$ cat src/rtl/seg_scan_if.sv
// Display-side bundle between the BCD source / board pins and the segment scanner.
// The master side drives the digits and controls; the slave side is the scanner.
interface seg_scan_if;
    logic       en;
    logic [3:0] one;
    logic [3:0] ten;
    logic [3:0] hun;
    logic [3:0] tho;
    logic [3:0] dp_en;
    logic       lzb;
    logic [6:0] seg;
    logic       dp;
    logic [3:0] dig;
    logic       frame_tick;

    modport master (
        output en, one, ten, hun, tho, dp_en, lzb,
        input  seg, dp, dig, frame_tick
    );

    modport slave (
        input  en, one, ten, hun, tho, dp_en, lzb,
        output seg, dp, dig, frame_tick
    );
endinterface

$ cat src/rtl/seg_scan_drv.sv
// Time-multiplexed 4-digit 7-segment driver: per-frame snapshot of BCD digits,
// programmable slot rate, dead-time between digits and leading-zero blanking.
module seg_scan_drv #(
    parameter int unsigned SCAN_DIV       = 50000,
    parameter int unsigned BLANK_CYC      = 16,
    parameter bit          SEG_ACTIVE_LOW = 1'b1,
    parameter bit          DIG_ACTIVE_LOW = 1'b1
) (
    input  logic       clk,
    input  logic       rst_n,
    seg_scan_if.slave  bus
);

    localparam int unsigned      CNT_W   = (SCAN_DIV > 1) ? $clog2(SCAN_DIV) : 1;
    localparam logic [CNT_W-1:0] CNT_MAX = CNT_W'(SCAN_DIV - 1);
    localparam logic [6:0]       SEG_OFF = SEG_ACTIVE_LOW ? 7'h7F : 7'h00;
    localparam logic             DP_OFF  = SEG_ACTIVE_LOW;
    localparam logic [3:0]       DIG_OFF = DIG_ACTIVE_LOW ? 4'hF : 4'h0;

    // Active-high {g..a}; non-BCD codes render as a minus sign
    function automatic logic [6:0] bcd_to_seg(input logic [3:0] d);
        logic [6:0] s;
        case (d)
            4'd0:    s = 7'h3F;
            4'd1:    s = 7'h06;
            4'd2:    s = 7'h5B;
            4'd3:    s = 7'h4F;
            4'd4:    s = 7'h66;
            4'd5:    s = 7'h6D;
            4'd6:    s = 7'h7D;
            4'd7:    s = 7'h07;
            4'd8:    s = 7'h7F;
            4'd9:    s = 7'h6F;
            default: s = 7'h40;
        endcase
        return s;
    endfunction

    logic [CNT_W-1:0]  cnt_q, cnt_d;
    logic [1:0]        idx_q, idx_d;
    logic [3:0][3:0]   sh_dig_q, sh_dig_d;
    logic [3:0]        sh_dp_q, sh_dp_d;
    logic [6:0]        seg_q, seg_d;
    logic              dp_q, dp_d;
    logic [3:0]        dig_q, dig_d;
    logic              ft_q, ft_d;

    logic              tick;
    logic              frame_end;
    logic [3:0]        blank;
    logic [6:0]        lit;
    logic [3:0]        dig_on;

    always_comb begin
        cnt_d     = cnt_q;
        idx_d     = idx_q;
        sh_dig_d  = sh_dig_q;
        sh_dp_d   = sh_dp_q;
        tick      = (cnt_q == CNT_MAX);
        frame_end = tick && (idx_q == 2'd3);
        ft_d      = bus.en && frame_end;

        // Disable dominates any coincident tick
        if (!bus.en) begin
            cnt_d = '0;
            idx_d = '0;
        end else if (tick) begin
            cnt_d = '0;
            idx_d = idx_q + 2'd1;
        end else begin
            cnt_d = cnt_q + CNT_W'(1);
        end

        if (!bus.en || frame_end) begin
            sh_dig_d = {bus.tho, bus.hun, bus.ten, bus.one};
            sh_dp_d  = bus.dp_en;
        end

        // A digit blanks only when it and every higher digit are zero
        blank[3] = (sh_dig_q[3] == 4'd0);
        blank[2] = blank[3] && (sh_dig_q[2] == 4'd0);
        blank[1] = blank[2] && (sh_dig_q[1] == 4'd0);
        blank[0] = 1'b0;

        lit    = (bus.lzb && blank[idx_q]) ? 7'h00 : bcd_to_seg(sh_dig_q[idx_q]);
        dig_on = (32'(cnt_q) < BLANK_CYC) ? 4'h0 : (4'b0001 << idx_q);

        seg_d = SEG_ACTIVE_LOW ? ~lit : lit;
        dp_d  = sh_dp_q[idx_q] ^ SEG_ACTIVE_LOW;
        dig_d = DIG_ACTIVE_LOW ? ~dig_on : dig_on;

        if (!bus.en) begin
            seg_d = SEG_OFF;
            dp_d  = DP_OFF;
            dig_d = DIG_OFF;
        end
    end

    always_ff @(posedge clk or negedge rst_n) begin
        if (!rst_n) begin
            cnt_q    <= '0;
            idx_q    <= '0;
            sh_dig_q <= '0;
            sh_dp_q  <= '0;
            seg_q    <= SEG_OFF;
            dp_q     <= DP_OFF;
            dig_q    <= DIG_OFF;
            ft_q     <= 1'b0;
        end else begin
            cnt_q    <= cnt_d;
            idx_q    <= idx_d;
            sh_dig_q <= sh_dig_d;
            sh_dp_q  <= sh_dp_d;
            seg_q    <= seg_d;
            dp_q     <= dp_d;
            dig_q    <= dig_d;
            ft_q     <= ft_d;
        end
    end

    assign bus.seg        = seg_q;
    assign bus.dp         = dp_q;
    assign bus.dig        = dig_q;
    assign bus.frame_tick = ft_q;

endmodule

$ cat src/flat_wrapper.sv
// flat-port wrapper written by rule: the top's interface ports become plain ports
module seg_scan_drv_flat 
#(
    parameter int unsigned SCAN_DIV       = 50000,
    parameter int unsigned BLANK_CYC      = 16,
    parameter bit          SEG_ACTIVE_LOW = 1'b1,
    parameter bit          DIG_ACTIVE_LOW = 1'b1
)
  (clk, rst_n, bus_en, bus_one, bus_ten, bus_hun, bus_tho, bus_dp_en, bus_lzb, bus_seg, bus_dp, bus_dig, bus_frame_tick);
  seg_scan_if bus_i ();
  input  logic clk;
  input  logic rst_n;
  input wire logic [$bits(bus_i.en)-1:0] bus_en;
  input wire logic [$bits(bus_i.one)-1:0] bus_one;
  input wire logic [$bits(bus_i.ten)-1:0] bus_ten;
  input wire logic [$bits(bus_i.hun)-1:0] bus_hun;
  input wire logic [$bits(bus_i.tho)-1:0] bus_tho;
  input wire logic [$bits(bus_i.dp_en)-1:0] bus_dp_en;
  input wire logic [$bits(bus_i.lzb)-1:0] bus_lzb;
  output wire logic [$bits(bus_i.seg)-1:0] bus_seg;
  output wire logic [$bits(bus_i.dp)-1:0] bus_dp;
  output wire logic [$bits(bus_i.dig)-1:0] bus_dig;
  output wire logic [$bits(bus_i.frame_tick)-1:0] bus_frame_tick;
  assign bus_i.en = bus_en;
  assign bus_i.one = bus_one;
  assign bus_i.ten = bus_ten;
  assign bus_i.hun = bus_hun;
  assign bus_i.tho = bus_tho;
  assign bus_i.dp_en = bus_dp_en;
  assign bus_i.lzb = bus_lzb;
  assign bus_seg = bus_i.seg;
  assign bus_dp = bus_i.dp;
  assign bus_dig = bus_i.dig;
  assign bus_frame_tick = bus_i.frame_tick;
  seg_scan_drv #(.SCAN_DIV(SCAN_DIV), .BLANK_CYC(BLANK_CYC), .SEG_ACTIVE_LOW(SEG_ACTIVE_LOW), .DIG_ACTIVE_LOW(DIG_ACTIVE_LOW)) u_core (.clk(clk), .rst_n(rst_n), .bus(bus_i));
endmodule
$ cat config.mk
export PLATFORM = sky130hd
export DESIGN_NAME = seg_scan_drv_flat
export DESIGN_NICKNAME = d
export VERILOG_FILES = /design/src/rtl/seg_scan_if.sv /design/src/rtl/seg_scan_drv.sv /design/src/flat_wrapper.sv
export SDC_FILE = /design/constraint.sdc
export NUM_CORES = 1
export LEC_CHECK = 0
export CORE_ASPECT_RATIO = 2
export CORE_MARGIN = 4
export CORE_UTILIZATION = 58
export DETAILED_ROUTE_END_ITERATION = 8
export PLACE_DENSITY = 0.83
export REMOVE_ABC_BUFFERS = 1
export SYNTH_ARGS = -nofsm -noshare
export SYNTH_HDL_FRONTEND = slang
export SYNTH_SLANG_ARGS = --single-unit
$ cat constraint.sdc
create_clock -name clk -period 2.9 [get_ports clk]
set_input_delay 0.58 -clock clk [delete_from_list [all_inputs] [get_ports clk]]
set_output_delay 0.58 -clock clk [all_outputs]
set_load 0.02 [all_outputs]
# [After elaboration in Yosys (flattened, before gate mapping)]
# Memories as Yosys holds them, arrays and structs flattened.
# Cells that the tools add are included.
[word_totals] ff_bits=51 latch_bits=0 ramBits=0 romBits=112 input_bits=24 out_inout_bits=13 wordCells=48 n_memories=1
[memory_table] name="(no name shown)" depth=16 word_bits=7 read_ports=1 rd_ports_with_merged_regs=0 wr=0 line="seg_scan_drv.sv:23" rtl="case (d)"
[classes] n_addsub=2 multipliers=0 n_div=0 order_cmp=2 eq_ne=3 n_shift=1 n_mux=15 bitwise=3 reduce_logical=10
[ops] op="$mux W16" count=2
[ops] op="$add A16 B1 Y16 const B" count=1
[ops] op="$eq A16 B16 Y1 const B" count=1
[ops] op="$lt A16 B5 Y1 const B" count=1
[ops] op="$mux W7" count=2
[ops] op="$logic_not A4 Y1" count=3
[ops] op="$mux W4" count=3
[ops] op="$bmux W4 S2" count=1
[ops] op="$not A7 Y7" count=1
[ops] op="$logic_and A1 B1 Y1" count=5
[ops] op="$bmux W1 S2" count=2
[ops] op="$mux W2" count=2
[ops] op="$not A4 Y4" count=1
[ops] op="$shl A1 B2 Y4 const A" count=1
[ops] op="$lt A2 B3 Y1 const B" count=1
[ops] op="$mux W1" count=3
[ops] op="$add A2 B1 Y2 const B" count=1
[ops] op="$eq A2 B2 Y1 const B" count=1
[ops] op="$ne A2 B1 Y1 const B" count=1
[ops] op="$logic_not A1 Y1" count=1
[ops] op="$logic_or A1 B1 Y1" count=1
[ops] op="$not A1 Y1" count=1

# [Logic depth before layout (Yosys ltp)]
# Gate-level depths: netlist of run 1.
[logic_depth] ltp_word=9 mapped_depth=8 ltp_nobuf=7

# [Least setup slack after synthesis of run 1]
# OpenSTA, ideal clock, no wires.
[synth_timing] path_kind="reg-to-reg" from="register u_core.cnt_q[0]" to="register u_core.sh_dig_q[0] (netlist name)" setup_ps=125 arrival_ps=1661 required_time_ps=2775 path_slack_ps=1114 stages_incl_launch_ff=7 n_path_buf=1 synth_period_minus_slack_ps=1786 path_cell_list="dfrtp_1 -> ha_1 -> and3_1 -> and3_4 -> a31o_4 -> buf_12 -> mux2_4"
[synth_via] elab_chain_len=3
[synth_lines] item="start: declaration" line="seg_scan_drv.sv:39" rtl="logic [CNT_W-1:0] cnt_q, cnt_d;"
[synth_lines] item="start signal: assignment" line="seg_scan_drv.sv:110" rtl="cnt_q <= cnt_d;"
[synth_lines] item="$eq A16 B16 Y1" line="seg_scan_drv.sv:59" rtl="tick = (cnt_q == CNT_MAX);"
[synth_lines] item="$logic_and A1 B1 Y1" line="seg_scan_drv.sv:60" rtl="frame_end = tick && (idx_q == 2'd3);"
[synth_lines] item="$logic_or A1 B1 Y1" line="seg_scan_drv.sv:74" rtl="if (!bus.en || frame_end) begin"
[synth_lines] item="end signal: assignment" line="seg_scan_drv.sv:112" rtl="sh_dig_q <= sh_dig_d;"
[synth_lines] item="end: declaration" line="seg_scan_drv.sv:41" rtl="logic [3:0][3:0] sh_dig_q, sh_dig_d;"
# Every way passes these cells.
# A chain may end at the register's enable or synchronous reset.

# [Worst setup path in the final report of run 1]
[layout_timing] from="register u_core.idx_q[0]" to="register u_core.seg_q[1] (netlist: u_core.bus.seg[1])"
[layout_via] elab_chain_len=6 word_cells_on_any_way=9 classes_between="mux (6); bitwise (1); reduce/logical (1); memory (1)"
[layout_lines] item="start: declaration" line="seg_scan_drv.sv:40" rtl="logic [1:0] idx_q, idx_d;"
[layout_lines] item="start signal: assignment" line="seg_scan_drv.sv:111" rtl="idx_q <= idx_d;"
[layout_lines] item="$bmux W4 S2 or $bmux W1 S2 (tied branches)" line="seg_scan_drv.sv:85" rtl="lit = (bus.lzb && blank[idx_q]) ? 7'h00 : bcd_to_seg(sh_dig_q[idx_q]);"
[layout_lines] item="$mux W4 (implied by the code) or $mux W1 (tied branches)" line="seg_scan_drv.sv:85"
[layout_lines] item="$mem_v2 Z16 W7 or $logic_and A1 B1 Y1 (tied branches)"
[layout_lines] item="$mux W7 (*)" line="seg_scan_drv.sv:85"
[layout_lines] item="$not A7 Y7 (*)" line="seg_scan_drv.sv:88" rtl="seg_d = SEG_ACTIVE_LOW ? ~lit : lit;"
[layout_lines] item="$mux W7 (*)" line="seg_scan_drv.sv:92" rtl="if (!bus.en) begin"
[layout_lines] item="named net u_core.seg_d[1]" line="seg_scan_drv.sv:43" rtl="logic [6:0] seg_q, seg_d;"
[layout_lines] item="end signal: assignment" line="seg_scan_drv.sv:114" rtl="seg_q <= seg_d;"
[layout_lines] item="end: declaration" line="seg_scan_drv.sv:43"
# Mark *: on every way through the listed nets, which the timed path passes. The rest lies on a longest branch. The select of a mux whose other input is x is not followed.

==> metrics.txt, run 1 <==
grt ovf 0; pin count of the biggest net entering global routing 46; RD Place Congestion 0.834; Rel. slew slack 34.0%; CP top delay family flip-flops; P per Cell Area 494 nW/µm²; Post-CTS Setup Bufs 0; Skew-Pair Late Insertion Delay 310 ps; ANT nets after route 0; clock buffers created by TritonCTS 5; htree depth 2; diode insertion count for antenna repair 0; arrival time worst endpoint 2290 ps; fraction of synthesized area in multiplexers 16.0%; simple-gate area share of the yosys netlist 14.7%; adder and majority gate portion of the synthesized area 4.84%; leakage component of the power 1.30 nW; number of flip-flops and latches in the synthesized netlist 51; number of vias per cell after detailed routing 5.84; total of buffers placed on input and output ports 36; CTS hold repair buffers 0; placed cell areas 2960 µm²; Clock Tree Buf Depth 2; Area Overhead vs Synth 18.7%; post-layout instance count excluding filler cells 306; HPWL Detailed 3950 µm; number of setup violations in the final report 0; total via count in the routed design 1786; worst min-delay path class input pin to async pin; measured slew at the worst slew-check pin 990 ps; effective utilization at floorplan 59.5%; number of nets in the final layout 285; number of detailed-routing iterations run before antenna repair 4; Final Skew 15.9 ps; post-synthesis instance area 2580 µm²; kind of launch point of the worst setup path flip-flop; core region area 4340 µm²; vias in the first global route 1871; MaxCap Viol Count 0; Die Span Y 102 µm; width of the chip 55.2 µm; syn avg cell area 12.1 µm²; clock-pin slew reported for the worst setup and hold paths after clock tree synthesis 100 ps; routed wirelength normalized by instance count 17.4 µm; final worst path period need 2060 ps; Worst Path Max Fanout 11; detailed-route DRC error count 0; result of the run completed; Synth Warn # 0; required arrival time at the worst endpoint 3130 ps; Seq/Total Area, Yosys 50.0%; io pins 37; share of layout cells above drive strength 1 22.2%; Final Max Slew Viols 0; worst path bufs/invs 1; DIE AREA 5650 µm²; Setup Crit Path Kind flip-flop to flip-flop; Clock Sinks 51; post-synth cell types 40; end-of-flow core utilization 70.7%; Period Utilization, post-route 70.9%; CTS root buffer clkbuf_8; final setup TNS 0 ps; antenna violations before repair 0; standard-cell rows 34; 1st-iter DRT viols 33; Fmax 0.486 GHz; worst-case vdd ir drop 0.437 mV; critical path capture point type flip-flop; setup repair after global routing missed its margin no; routed wire length 5320 µm; cell-by-cell listing of the critical path mux4_2 -> inv_1 -> ha_1 -> o22ai_1 -> nand3_1; final instance area 3070 µm²; final worst-path setup slack 843 ps; final hold violation count 0; number of placed cells counting well taps 298; # resized after CTS 0; combinational family with the most area after synthesis multiplexers; Post-Place Worst Slack 820 ps; Tot GR Track Use 21.5%; standard cell with the maximum stage delay on the critical path dfrtp_1; TritonCTS clock tree yes; post-synthesis instance total 213; delay of the slowest critical-path stage 670 ps; worst hold slack after final layout 428 ps; overall power consumption 1.52 mW; share of the synthesized area in compound gates (AO/OA/AOI/OAI) 5.52%; global-route wire length before repair 8670 µm; XOR/XNOR Fraction of Synth Area 4.07%
[area by class of cell]
class	count	area, µm²
Tap cell	54	67.6
Clock inverter	3	43.8
Inverter	12	45.0
Multi-Input combinational cell	141	1170
Sequential cell	51	1290
Clock buffer	5	68.8
Fill cell	336	1270
Timing Repair Buffer	40	385
[power breakdown]
group          leakage [nW]  internal (mW)  switching, mW
Sequential            0.623          0.762         0.0321
Clock                0.0581          0.257          0.241
Combinational         0.618          0.125         0.0974
Total                  1.30           1.15          0.370
[cells by family (layout without fill, tap and decap cells)]
kind of cell             Yosys count  after routing
AO/OA/AOI/OAI                     22             22
multiplexers                      25             25
buffers and inverters             21             60
XOR/XNOR                          12             12
flip-flops                        51             51
AND/OR/NAND/NOR                   72             72
adder cells (fa/ha/maj)           10             10
[per-layer routing]
metal  GRT usage, %  part of all wire (%)
met2           38.0                    56
met3           3.80                   4.0
met1           23.0                    36
met5              0                     0
met4           11.4                   3.9
[state kept, by name, indices dropped and copies added, names as in the netlist]
register,count
u_core.bus.seg,7
u_core.cnt_q,16
u_core.sh_dp_q,4
u_core.bus.frame_tick,1
u_core.sh_dig_q,16
u_core.idx_q,2
u_core.bus.dp,1
u_core.bus.dig,4
[synth_stat cells]
master | n | area [µm²]
a21o_1 | 1 | 7.51
a21oi_1 | 5 | 25.0
a31o_4 | 1 | 17.5
a31oi_1 | 1 | 6.26
and2_2 | 1 | 7.51
and2_4 | 1 | 8.76
and3_1 | 3 | 18.8
and3_4 | 1 | 11.3
and4_2 | 1 | 10.0
and4_4 | 1 | 11.3
buf_12 | 2 | 40.0
buf_2 | 3 | 15.0
buf_4 | 1 | 7.51
buf_6 | 1 | 11.3
clkbuf_1 | 2 | 7.51
dfrtp_1 | 39 | 976
dfstp_2 | 12 | 315
ha_1 | 10 | 125
inv_1 | 12 | 45.0
mux2_4 | 20 | 300
mux4_2 | 5 | 113
nand2_1 | 9 | 33.8
nand2b_1 | 1 | 6.26
nand3_1 | 11 | 55.1
nand4_1 | 6 | 37.5
nand4b_1 | 1 | 8.76
nor2_1 | 19 | 71.3
nor2b_1 | 1 | 6.26
nor3_1 | 8 | 40.0
nor3b_1 | 1 | 7.51
nor4_1 | 5 | 31.3
o211ai_1 | 2 | 15.0
o21ai_0 | 5 | 25.0
o21ai_1 | 1 | 5.00
o21bai_1 | 1 | 7.51
o22ai_1 | 3 | 18.8
o31ai_1 | 2 | 15.0
or4_1 | 2 | 15.0
xnor2_1 | 10 | 87.6
xor2_1 | 2 | 17.5
[placed cells by master (no fill, tap or decap), drive strengths merged, types with 2 or more instances in the layout]
master | netlist | layout
and4 | 2 | 2
nor4 | 5 | 5
and3 | 4 | 4
nand2 | 9 | 9
o211ai | 2 | 2
and2 | 2 | 2
nor3 | 8 | 8
or4 | 2 | 2
buf | 7 | 5
clkbuf | 2 | 5
nand3 | 11 | 11
inv | 12 | 12
o21ai | 6 | 6
xor2 | 2 | 2
o31ai | 2 | 2
ha | 10 | 10
a21oi | 5 | 5
dfrtp | 39 | 39
mux2 | 20 | 20
nor2 | 19 | 19
clkinv | 0 | 2
nand4 | 6 | 6
mux4 | 5 | 5
o22ai | 3 | 3
clkdlybuf4s50 | 0 | 35
dfstp | 12 | 12
xnor2 | 10 | 10
[worst paths after layout]
| check | startpoint | end | slack [ps] | cells after the start |
|---|---|---|---|---|
| setup / recovery | u_core.idx_q[0]$_DFFE_PN0P_ | u_core.bus.seg[1]$_DFF_PN1_ | 840 | 5 |
| hold / removal | rst_n | u_core.sh_dig_q[12]$_DFFE_PN0P_ | 430 | 1 |
| setup reg to reg | u_core.idx_q[0]$_DFFE_PN0P_ | u_core.bus.seg[1]$_DFF_PN1_ | 840 | 5 |
| hold reg to reg | u_core.cnt_q[0]$_DFF_PN0_ | u_core.cnt_q[0]$_DFF_PN0_ | 490 | 1 |
| max in group asynchronous | rst_n | u_core.bus.dig[0]$_DFF_PN1_ | 1730 | 2 |
| min in group clk | u_core.cnt_q[0]$_DFF_PN0_ | u_core.cnt_q[0]$_DFF_PN0_ | 490 | 1 |
(Power assumes the default switching activity.)
==> inputs of run 2 (changes only) <==
--- a/config.mk
+++ b/config.mk
@@ -7,9 +7,9 @@
 export LEC_CHECK = 0
 export CORE_ASPECT_RATIO = 2
 export CORE_MARGIN = 4
-export CORE_UTILIZATION = 58
+export CORE_UTILIZATION = 54
 export DETAILED_ROUTE_END_ITERATION = 8
-export PLACE_DENSITY = 0.83
+export PLACE_DENSITY = 0.78
 export REMOVE_ABC_BUFFERS = 1
 export SYNTH_ARGS = -nofsm -noshare
 export SYNTH_HDL_FRONTEND = slang
==> constraint.sdc (replaced) <==
create_clock -name clk -period 2.05 [get_ports clk]
set_input_delay 0.41 -clock clk [delete_from_list [all_inputs] [get_ports clk]]
set_output_delay 0.41 -clock clk [all_outputs]
set_load 0.02 [all_outputs]
==> run 2 against run 1 <==
Non-clock buffer count grew 9. Sequential power grew 41%. Sequential share of layout area down 1.1 points. Wire length up 0.45%. Worst hold slack worse by 340 ps. Clock-buffer cell count increased by 2. Critical endpoint is now u_core.bus.seg[5]$_DFF_PN1_. Highest routed layer unchanged.
==> metrics.txt, run 2 (synthesis results as in run 1) <==
cell-by-cell listing of the critical path mux4_2 -> inv_1 -> ha_1 -> nor2_1 -> nor3_1 -> o211ai_1; measured slew at the worst slew-check pin 621 ps; io pins 37; worst-case register-to-register setup slack 140 ps; worst-case vdd ir drop 0.622 mV; standard cell with the maximum stage delay on the critical path mux4_2; Clock Tree Buf Depth 2; MaxCap Viol Count 0; setup repair after global routing missed its margin no; core region area 4640 µm²; Tot GR Track Use 19.0%; RD Place Congestion 0.826; clock share of power 30.6%; share of layout cells above drive strength 1 25.7%; final worst-path setup slack 143 ps; fill count 368; leakage component of the power 1.35 nW; FF-to-FF Start u_core.idx_q[0]$_DFFE_PN0P_; DIE AREA 6020 µm²; htree depth 2; routed wire length 5350 µm; Setup Crit Path Kind flip-flop to flip-flop; overall power consumption 2.08 mW; detailed-route DRC error count 0; Fmax 0.524 GHz; final worst path period need 1910 ps; most common library cell in the layout ignoring fill and taps dfrtp_1; standard-cell rows 35; grt ovf 0; kind of launch point of the worst setup path flip-flop; final setup TNS 0 ps; TritonCTS clock tree yes; Worst Path Max Fanout 6; ANT nets after route 0; clock-pin slew reported for the worst setup and hold paths after clock tree synthesis 100 ps; switching power total 0.511 mW; Flop pwr share 53.9%; CTS hold repair buffers 0; end-of-flow core utilization 67.9%; Period Utilization, post-route 93.0%; total via count in the routed design 1813; Skew-Pair Late Insertion Delay 300 ps; effective utilization at floorplan 55.7%; pin count of the biggest net entering global routing 52; routed wirelength normalized by instance count 16.9 µm; number of detailed-routing iterations run before antenna repair 4; Final Skew 13.6 ps; design internal power 1.57 mW; clock buffers created by TritonCTS 5; critical path capture point type flip-flop; P per Cell Area 660 nW/µm²; beginning of the critical path u_core.idx_q[0]$_DFFE_PN0P_; Rel. slew slack 58.6%; final hold violation count 0; Die Span Y 106 µm; width of the chip 56.9 µm; Clock Sinks 51; Sw Share 24.6%; Post-CTS Setup Bufs 0; number of setup violations in the final report 0; total of buffers placed on input and output ports 36; antenna violations before repair 0; result of the run completed; commonest cells after routing, fill and taps aside dfrtp_1 (39), clkdlybuf4s50_1 (35), mux2_4 (20), nor2_1 (19); Post-Place Worst Slack -0.181 ps; Comb power frac 15.5%; Area Overhead vs Synth 21.9%; diode insertion count for antenna repair 0; CTS root buffer clkbuf_8; worst min-delay path class input pin to async pin; arrival time worst endpoint 2130 ps; number of vias per cell after detailed routing 5.74; delay of the slowest critical-path stage 620 ps; HPWL Detailed 4060 µm; required arrival time at the worst endpoint 2270 ps; 1st-iter DRT viols 32; Final Max Slew Viols 0; number of nets in the final layout 294; global-route wire length before repair 8850 µm; vias in the first global route 1962
[run 2: cell count changes in the layout (fill, tap and decap cells not counted)]
cell / previous run / this run
bufinv_16: 1 / 0
clkinv_4: 1 / 0
clkinv_2: 1 / 0
clkbuf_8: 5 / 7
nor4_1: 5 / 4
clkinvlp_4: 0 / 1
o21ai_2: 0 / 1
o21ai_1: 1 / 0
buf_12: 0 / 1
buf_4: 4 / 12
nor4_2: 0 / 1
[run 2: per-stage QoR]
stage	std cells	hold WS (ps)	area, µm²
2_1_floorplan	204	114	2500
3_3_place_gp	308	416	3040
3_5_place_dp	308	427	3040
4_1_cts	316	95.2	3140
5_1_grt	316	91.3	3150
6_report	316	84.5	3150
[run 2: layout make-up]
| class | instances | area (µm²) | share of cell area [%] |
|---|---|---|---|
| sequential | 51 | 1290 | 41.0 |
| clock inverter | 1 | 7.51 | 0.238 |
| timing repair buffer | 49 | 465 | 14.8 |
| multi-input combinational | 141 | 1180 | 37.3 |
| inverter | 12 | 45.0 | 1.43 |
| clock buffer | 7 | 96.3 | 3.06 |
| tap | 55 | 68.8 | 2.18 |
[run 2: power groups by stage]
stage               combinational, mW  sequential, mW  clock [mW]
global placement                0.313            1.14           0
floorplan                       0.162            1.15           0
detailed placement              0.323            1.14           0
CTS                             0.325            1.12       0.649
global route                    0.350            1.13       0.694
finish                          0.322            1.12       0.635
[run 2: worst max-delay path, delay by kind of cell (launching register included)]
kind                       cells  cell delay [ps]
muxes                          1              620
DFF                            1              490
and+or+nand+nor                2              270
adders and majority gates      1              180
AOI/OAI and AO/OA              1              150
buffers and inverters          1              130
[run 2: repair_timing]
item / 4_1_cts / 5_1_grt
cloned: 0 / 0
endpoints found under the setup margin: 1 / 8
pin swaps: 0 / 0
resized for setup: 1 / 1
[run 2: routing by layer]
metal  GRT usage (%)  part of all wire (%)  vias up
li1                -                     -      846
met1            19.5                    35      903
met2            35.9                    58       48
met3            3.19                   3.7       16
met4            8.29                   2.9        0
met5               0                     0        -
[run 2: path summary, 6_finish.rpt]
kind | cells after the start | to
max | 6 | u_core.bus.seg[5]$_DFF_PN1_
max reg2reg | 6 | u_core.bus.seg[5]$_DFF_PN1_
min in group clk | 1 | u_core.cnt_q[0]$_DFF_PN0_
max in group asynchronous | 2 | u_core.bus.dig[2]$_DFF_PN1_
min | 2 | u_core.sh_dig_q[8]$_DFFE_PN0P_
min reg2reg | 1 | u_core.cnt_q[0]$_DFF_PN0_
